`config.mk`:
```
export PLATFORM = sky130hd
export DESIGN_NAME = msix_intr_gen
export DESIGN_NICKNAME = d
export VERILOG_FILES = /design/src/rtl/misc_pkg.sv /design/src/rtl/msix_pkg.sv /design/src/rtl/msix_rr_arb.sv /design/src/rtl/msix_intr_gen.sv
export SDC_FILE = /design/constraint.sdc
export NUM_CORES = 2
export LEC_CHECK = 0
export ABC_AREA = 1
export CAP_MARGIN = 20
export CELL_PAD_IN_SITES_DETAIL_PLACEMENT = 0
export CELL_PAD_IN_SITES_GLOBAL_PLACEMENT = 1
export CORE_ASPECT_RATIO = 1.2
export CORE_MARGIN = 4
export CORE_UTILIZATION = 48
export CTS_CLUSTER_DIAMETER = 100
export DETAILED_ROUTE_END_ITERATION = 10
export DONT_BUFFER_PORTS = 1
export GPL_TIMING_DRIVEN = 0
export PLACE_DENSITY_LB_ADDON = 0.1
export SETUP_SLACK_MARGIN = 0.2
export SLEW_MARGIN = 20
export SYNTH_ARGS = -nofsm -noshare
export SYNTH_HDL_FRONTEND = slang
export SYNTH_SLANG_ARGS = --single-unit
```
`constraint.sdc`:
```
create_clock -name clk -period 3.9 [get_ports clk]
set_input_delay 0.39 -clock clk [delete_from_list [all_inputs] [get_ports clk]]
set_output_delay 0.39 -clock clk [all_outputs]
set_load 0.1 [all_outputs]
```
`src/rtl/misc_pkg.sv`:
```
// Shared scalar word types used across the block.
// Latency: n/a (types only).
// Backpressure: n/a (types only).
package misc_pkg;

    typedef logic [31:0] U32;
    typedef logic [63:0] U64;

endpackage : misc_pkg

```
`src/rtl/msix_pkg.sv`:
```
// MSI-X generator encodings: FSM states and table field selects.
// Latency: n/a (types and constants only).
// Backpressure: n/a (types and constants only).
package msix_pkg;

    typedef enum logic [1:0] {
        ST_IDLE      = 2'd0,
        ST_SEND      = 2'd1,
        ST_WAIT_DONE = 2'd2
    } msix_state_e;

    typedef enum logic [1:0] {
        CFG_ADDR_LO = 2'd0,
        CFG_ADDR_HI = 2'd1,
        CFG_DATA    = 2'd2,
        CFG_CTRL    = 2'd3
    } msix_cfg_sel_e;

    // Bit of the ctrl word that holds the per-vector mask.
    localparam int CTRL_MASK_BIT = 0;

endpackage : msix_pkg

```
`src/rtl/msix_rr_arb.sv`:
```
// Round-robin picker: first set request at or after i_ptr, wrapping at NUM_VEC.
// Latency: purely combinational, 0 cycles.
// Backpressure: none; the caller decides when to consume the grant.
//
// Ports:
//   i_req     request vector, one bit per vector
//   i_ptr     index searched first
//   o_gnt_idx granted vector index (0 when o_gnt_vld is low)
//   o_gnt_vld at least one request is set
module msix_rr_arb #(
    parameter  int NUM_VEC = 8,
    localparam int IDXW    = $clog2(NUM_VEC)
) (
    input  logic [NUM_VEC-1:0] i_req,
    input  logic [IDXW-1:0]    i_ptr,
    output logic [IDXW-1:0]    o_gnt_idx,
    output logic               o_gnt_vld
);

    // Walk from the farthest distance down to zero so that the closest
    // request to the pointer is the last assignment and therefore wins.
    always_comb begin
        int w_idx;
        o_gnt_idx = '0;
        o_gnt_vld = 1'b0;
        for (int k = NUM_VEC - 1; k >= 0; k--) begin
            w_idx = int'(i_ptr) + k;
            if (w_idx >= NUM_VEC) begin
                w_idx = w_idx - NUM_VEC;
            end
            if (i_req[w_idx]) begin
                o_gnt_idx = IDXW'(w_idx);
                o_gnt_vld = 1'b1;
            end
        end
    end

endmodule : msix_rr_arb

```
`src/rtl/msix_intr_gen.sv`:
```
// MSI-X interrupt generator: per-vector addr/data/mask table, pending bits, one DW host write per message.
// Latency: 1 cycle from a visible unmasked pending bit to wr_valid; next pick after wr_done.
// Backpressure: wr_valid/wr_addr/wr_data held stable until wr_ready; one message in flight until wr_done.
//
// Ports:
//   clk, rst_n          sole clock, async active-low reset
//   func_mask           function-level mask of all vectors (only with MSIX_FUNC_MASK_EN defined)
//   intr_req            per-vector one-cycle request pulses
//   cfg_we/idx/sel/wdata table write port (sel: addr_lo, addr_hi, data, ctrl[0]=mask)
//   wr_valid/ready      host write request handshake, wr_addr/wr_data message payload
//   wr_done             host write completion pulse
//   pend, busy          pending bit array, FSM not idle
module msix_intr_gen #(
    parameter  int NUM_VEC = 8,
    localparam int IDXW    = $clog2(NUM_VEC)
) (
    input  logic               clk,
    input  logic               rst_n,
`ifdef MSIX_FUNC_MASK_EN
    input  logic               func_mask,
`endif
    input  logic [NUM_VEC-1:0] intr_req,
    input  logic               cfg_we,
    input  logic [IDXW-1:0]    cfg_idx,
    input  logic [1:0]         cfg_sel,
    input  logic [31:0]        cfg_wdata,
    output logic               wr_valid,
    input  logic               wr_ready,
    output logic [63:0]        wr_addr,
    output logic [31:0]        wr_data,
    input  logic               wr_done,
    output logic [NUM_VEC-1:0] pend,
    output logic               busy
);

    import misc_pkg::*;
    import msix_pkg::*;

    localparam logic [IDXW-1:0] LAST_IDX = IDXW'(NUM_VEC - 1);
    localparam logic [IDXW:0]   VEC_CNT  = (IDXW + 1)'(NUM_VEC);

    U64                 r_tbl_addr [NUM_VEC];
    U32                 r_tbl_data [NUM_VEC];
    logic [NUM_VEC-1:0] r_mask;
    logic [NUM_VEC-1:0] r_pend;
    logic [IDXW-1:0]    r_rr_ptr;
    logic [IDXW-1:0]    r_cur_idx;
    U64                 r_wr_addr;
    U32                 r_wr_data;
    msix_state_e        r_state;

    msix_state_e        w_state_nxt;
    logic               w_func_mask;
    logic               w_cfg_idx_ok;
    logic [NUM_VEC-1:0] w_elig;
    logic [NUM_VEC-1:0] w_clr;
    logic [IDXW-1:0]    w_gnt_idx;
    logic               w_gnt_vld;
    logic               w_load;
    logic               w_hs;

`ifdef MSIX_FUNC_MASK_EN
    assign w_func_mask = func_mask;
`else
    assign w_func_mask = 1'b0;
`endif

    // Non-power-of-two NUM_VEC leaves unused index codes; writes to them are dropped.
    assign w_cfg_idx_ok = ({1'b0, cfg_idx} < VEC_CNT);

    // Mask only gates the pick in IDLE; once a message is latched it goes out regardless.
    assign w_elig = r_pend & ~r_mask & ~{NUM_VEC{w_func_mask}};

    msix_rr_arb #(
        .NUM_VEC (NUM_VEC)
    ) u_arb (
        .i_req     (w_elig),
        .i_ptr     (r_rr_ptr),
        .o_gnt_idx (w_gnt_idx),
        .o_gnt_vld (w_gnt_vld)
    );

    // ---------------- vector table ----------------
    always_ff @(posedge clk or negedge rst_n) begin
        if (!rst_n) begin
            for (int i = 0; i < NUM_VEC; i++) begin
                r_tbl_addr[i] <= '0;
                r_tbl_data[i] <= '0;
            end
            r_mask <= '1;
        end else if (cfg_we && w_cfg_idx_ok) begin
            case (msix_cfg_sel_e'(cfg_sel))
                CFG_ADDR_LO: r_tbl_addr[cfg_idx][31:0]  <= cfg_wdata;
                CFG_ADDR_HI: r_tbl_addr[cfg_idx][63:32] <= cfg_wdata;
                CFG_DATA:    r_tbl_data[cfg_idx]        <= cfg_wdata;
                CFG_CTRL:    r_mask[cfg_idx]            <= cfg_wdata[CTRL_MASK_BIT];
                default:     ;
            endcase
        end
    end

    // ---------------- FSM ----------------
    always_ff @(posedge clk or negedge rst_n) begin
        if (!rst_n) begin
            r_state <= ST_IDLE;
        end else begin
            r_state <= w_state_nxt;
        end
    end

    always_comb begin
        w_state_nxt = r_state;
        w_load      = 1'b0;
        w_hs        = 1'b0;
        case (r_state)
            ST_IDLE: begin
                if (w_gnt_vld) begin
                    w_load      = 1'b1;
                    w_state_nxt = ST_SEND;
                end
            end
            ST_SEND: begin
                if (wr_ready) begin
                    w_hs        = 1'b1;
                    w_state_nxt = ST_WAIT_DONE;
                end
            end
            ST_WAIT_DONE: begin
                if (wr_done) begin
                    w_state_nxt = ST_IDLE;
                end
            end
            default: w_state_nxt = ST_IDLE;
        endcase
    end

    // ---------------- message registers and round-robin pointer ----------------
    always_ff @(posedge clk or negedge rst_n) begin
        if (!rst_n) begin
            r_wr_addr <= '0;
            r_wr_data <= '0;
            r_cur_idx <= '0;
            r_rr_ptr  <= '0;
        end else begin
            // Payload is copied out of the table here, so later table writes
            // to the same vector cannot disturb a message already in flight.
            if (w_load) begin
                r_wr_addr <= r_tbl_addr[w_gnt_idx];
                r_wr_data <= r_tbl_data[w_gnt_idx];
                r_cur_idx <= w_gnt_idx;
            end
            if (w_hs) begin
                r_rr_ptr <= (r_cur_idx == LAST_IDX) ? '0 : r_cur_idx + IDXW'(1);
            end
        end
    end

    // ---------------- pending bits ----------------
    // A request arriving on the same edge as the clear wins, so it is not lost.
    assign w_clr = {{(NUM_VEC-1){1'b0}}, w_hs} << r_cur_idx;

    always_ff @(posedge clk or negedge rst_n) begin
        if (!rst_n) begin
            r_pend <= '0;
        end else begin
            r_pend <= (r_pend & ~w_clr) | intr_req;
        end
    end

    assign wr_valid = (r_state == ST_SEND);
    assign busy     = (r_state != ST_IDLE);
    assign wr_addr  = r_wr_addr;
    assign wr_data  = r_wr_data;
    assign pend     = r_pend;

endmodule : msix_intr_gen

```
==> flow_summary.ini <==
[floorplan]
die_h_um = 324.2
floorplan.io_pins = 156
total_core_area_um2 = 82300
die_width_um = 271.5
start_util = 0.4859
num_rows = 115
fp.dieArea_um2 = 88010

[yosys]
synth_fp_nets = 4943
synth_sequential_area_ratio = 0.5559
synth_area_per_cell_um2 = 8.179
netlist-cell-type-count = 30
syn-instance-count = 4889
netlist.top_cell.by_area = sky130_fd_sc_hd__dfrtp_1
synth-warning-count = 0
synth.cell_area_um2 = 39990
number_of_synthesized_register_bits = 888
synth.area.top_cells = sky130_fd_sc_hd__dfrtp_1 55%, sky130_fd_sc_hd__nand2_1 17%, sky130_fd_sc_hd__o21ai_0 9.7%, sky130_fd_sc_hd__nand3_1 6.2%, sky130_fd_sc_hd__inv_1 2.7%
synth_top_area_frac = 0.5507

[global_route]
grt_antenna_before_repair = 9
grt_usage = 0.3638
grt_overflow_total = 0
grt_pass1_wl_mm = 235.9
grt_max_degree = 889
grt_pass1_vias = 34650

[setup_path]
critPathArrivalTime_ns = 4.11
r2r_setup_slack_ns = 0.35
worst-r2r-cell-count = 21
worstSetupPathType = flop to flop
worst_r2r_endpoint = wr_addr[13]$_DFFE_PN0P_
critical_path.max_fanout = 10
rr_startpoint = r_rr_ptr[1]$_DFFE_PN0P_
required_ns = 4.45
worstSetupStartpointType = flop
end_kind = flop

[placement]
gpl.final_weighted_congestion = 0.9792
hpwlAfterDp_mm = 113.3
io_buffer_count = 0
placed_area_um2 = 41430

[detailed_routing]
wl_per_cell_um = 25.91
wl_mm = 161.6
vias = 36120
drt.antenna.violating_nets = 0
remaining_drc_errors = 0
drt_pass1_iterations = 6
drt_first_iter_violations = 4253
post_drt_via_cell_ratio = 5.791

[cts]
cts.root.buffer_cell = sky130_fd_sc_hd__clkbuf_16
clkSlewWorstSetupHoldPaths_ns = 0.06
htreeDepth = 3
tritoncts.num_buffers = 94
clock_path_buffers = 3
clock_sink_count = 888
tritoncts = built
clock_latency_ns = 0.68

[timing]
worst_slew_margin_rel = 0.1894
maxClockFrequency_mhz = 281.4
setup_viol = 0
finalWorstPathRequiredPeriod_ns = 3.554
timing.final.hold_violations = 0
timing_max_transition_violations_final = 0
worst-slew-pin-transition_ns = 1.216
grt_setup_unrepaired = false
post-route-period-util = 0.9113
finClkSkew_ns = 0.02946

[finish]
area.sequential_um2 = 22240
layout.filler_cells = 8037
area.growth.synth_to_final_pct = 13.66
drive_above_1_share = 0.07366
finish.net_count = 5095
post-route-util = 0.5522
area_of_the_multi_input_gates_um2 = 14960
layout.cell_area.non_filler_um2 = 45450

[job]
cap_violations = 0

[run_status]
status = finished, final reports clean

[min_path]
worst_hold_startpoint = cfg_idx[0]
timing.hold.worst.class = input pin to flop
worst_hold_path.num_cells = 3
worstHoldEndpoint = r_mask[4]$_DFFE_PN1P_
layout by cell type (no fill, tap or decap), types with 18 or more instances in the layout:
cell type	count
sky130_fd_sc_hd__nand2_1	1789
sky130_fd_sc_hd__dfrtp_1	872
sky130_fd_sc_hd__o21ai_0	774
sky130_fd_sc_hd__nand3_1	493
sky130_fd_sc_hd__inv_1	284
sky130_fd_sc_hd__clkbuf_1	229
sky130_fd_sc_hd__o211ai_1	130
sky130_fd_sc_hd__clkbuf_16	97
sky130_fd_sc_hd__buf_2	77
sky130_fd_sc_hd__nand3b_1	53
sky130_fd_sc_hd__dlygate4sd3_1	45
sky130_fd_sc_hd__clkbuf_2	32
sky130_fd_sc_hd__clkinv_2	31
sky130_fd_sc_hd__nor2_1	24
sky130_fd_sc_hd__buf_4	22
sky130_fd_sc_hd__a21oi_1	19
sky130_fd_sc_hd__buf_6	19
sky130_fd_sc_hd__clkbuf_8	18
worst max path at each step:
stage,end,slack [ns],depth (start not counted),from
floorplan,wr_data[10]$_DFFE_PN0P_,1.12,18,pend[0]$_DFF_PN0_
global placement,wr_addr[1]$_DFFE_PN0P_,-0.69,21,r_rr_ptr[1]$_DFFE_PN0P_
detailed placement,wr_data[9]$_DFFE_PN0P_,-0.67,20,r_rr_ptr[1]$_DFFE_PN0P_
CTS,wr_addr[2]$_DFFE_PN0P_,0.19,21,r_rr_ptr[1]$_DFFE_PN0P_
global route,wr_data[4]$_DFFE_PN0P_,0.22,22,r_rr_ptr[1]$_DFFE_PN0P_
finish,wr_addr[13]$_DFFE_PN0P_,0.35,21,r_rr_ptr[1]$_DFFE_PN0P_
registers in the layout (all words and copies together) (netlist names):
signal      cells
r_tbl_data    256
r_mask          8
pend            8
r_cur_idx       3
r_rr_ptr        3
r_state         2
r_tbl_addr    512
wr_addr        64
wr_data        32
area by class of cell:
class,count,share of cell area
clock inverters,46,0.009911
flip-flops and latches,888,0.4894
inverters,296,0.02475
multi-input cells,3325,0.3293
well taps,1111,0.03058
repair buffers,56,0.01473
clock buffers,127,0.05963
plain buffers,380,0.04135
diodes,8,0.0004405
timing repair:
action                                 4_1_cts  5_1_grt
setup buffers                                2        1
setup endpoints to repair                  100       99
endpoints found under the hold margin     1021       38
hold buffers                                44        1
resized for setup                           67       51
cloned                                       0        0
pin swaps                                    2        5
cell usage after synthesis, drive strengths merged:
cell and n:
clkbuf 253, a31oi 5, buf 127, xor2 1, nand3 495, nor2 27
xnor2 2, inv 294, nand3b 53, nand2 1795, o22ai 3, nor3 11
dfstp 8, a21oi 21, o211ai 130, o21ai 775, o31ai 2, nand4 1
clkinv 2, ha 4, dfrtp 880
through the flow:
step	hold slack (ns)	worst slack, ns	setup TNS (ns)	instances
2_1_floorplan	0.09441	1.120	0	4889
3_5_place_dp	0.1326	-0.6667	-40.49	6003
4_1_cts	-0.5729	0.1876	0	6222
6_report	0.03492	0.3458	0	6237
3_3_place_gp	0.1393	-0.6936	-51.09	6000
5_1_grt	0.03361	0.2155	0	6230
critical path, cell delays in order, from the launching register on:
cell                       delay, ns
sky130_fd_sc_hd__dfrtp_1        0.37
sky130_fd_sc_hd__buf_4          0.18
sky130_fd_sc_hd__inv_6          0.09
sky130_fd_sc_hd__ha_1           0.22
sky130_fd_sc_hd__clkbuf_4       0.19
sky130_fd_sc_hd__inv_4          0.09
sky130_fd_sc_hd__nand3_1        0.12
sky130_fd_sc_hd__nand3_1        0.11
sky130_fd_sc_hd__nand2_1        0.11
sky130_fd_sc_hd__inv_2          0.08
sky130_fd_sc_hd__nand2_1        0.07
sky130_fd_sc_hd__o21ai_1        0.14
sky130_fd_sc_hd__nand2_1        0.13
sky130_fd_sc_hd__nand2_4        0.18
sky130_fd_sc_hd__nand2_2        0.08
sky130_fd_sc_hd__buf_6          0.15
sky130_fd_sc_hd__buf_12         0.18
sky130_fd_sc_hd__buf_6          0.16
sky130_fd_sc_hd__o211ai_1       0.39
sky130_fd_sc_hd__nand2_1        0.17
sky130_fd_sc_hd__nand2_1        0.12
sky130_fd_sc_hd__nand3_1        0.07
metal layers:
layer	share of wire	track usage	up-vias
met1	0.41	0.4948	17950
met2	0.45	0.5676	1681
met3	0.098	0.08314	329
met4	0.047	0.1544	4
met5	0.00017	0	-
li1	-	-	16160
cells by family after synthesis:
| group | Yosys count | share of synthesized area |
|---|---|---|
| adder cells (fa/ha/maj) | 4 | 0.001252 |
| AO/OA/AOI/OAI | 936 | 0.1258 |
| AND/OR/NAND/NOR | 2382 | 0.2448 |
| XOR/XNOR | 3 | 0.001220 |
| buffers and inverters | 676 | 0.07106 |
| flip-flops | 888 | 0.5559 |
Power is not shown: default switching activity piles up to over one toggle a cycle in this logic, so the estimate is an artifact.
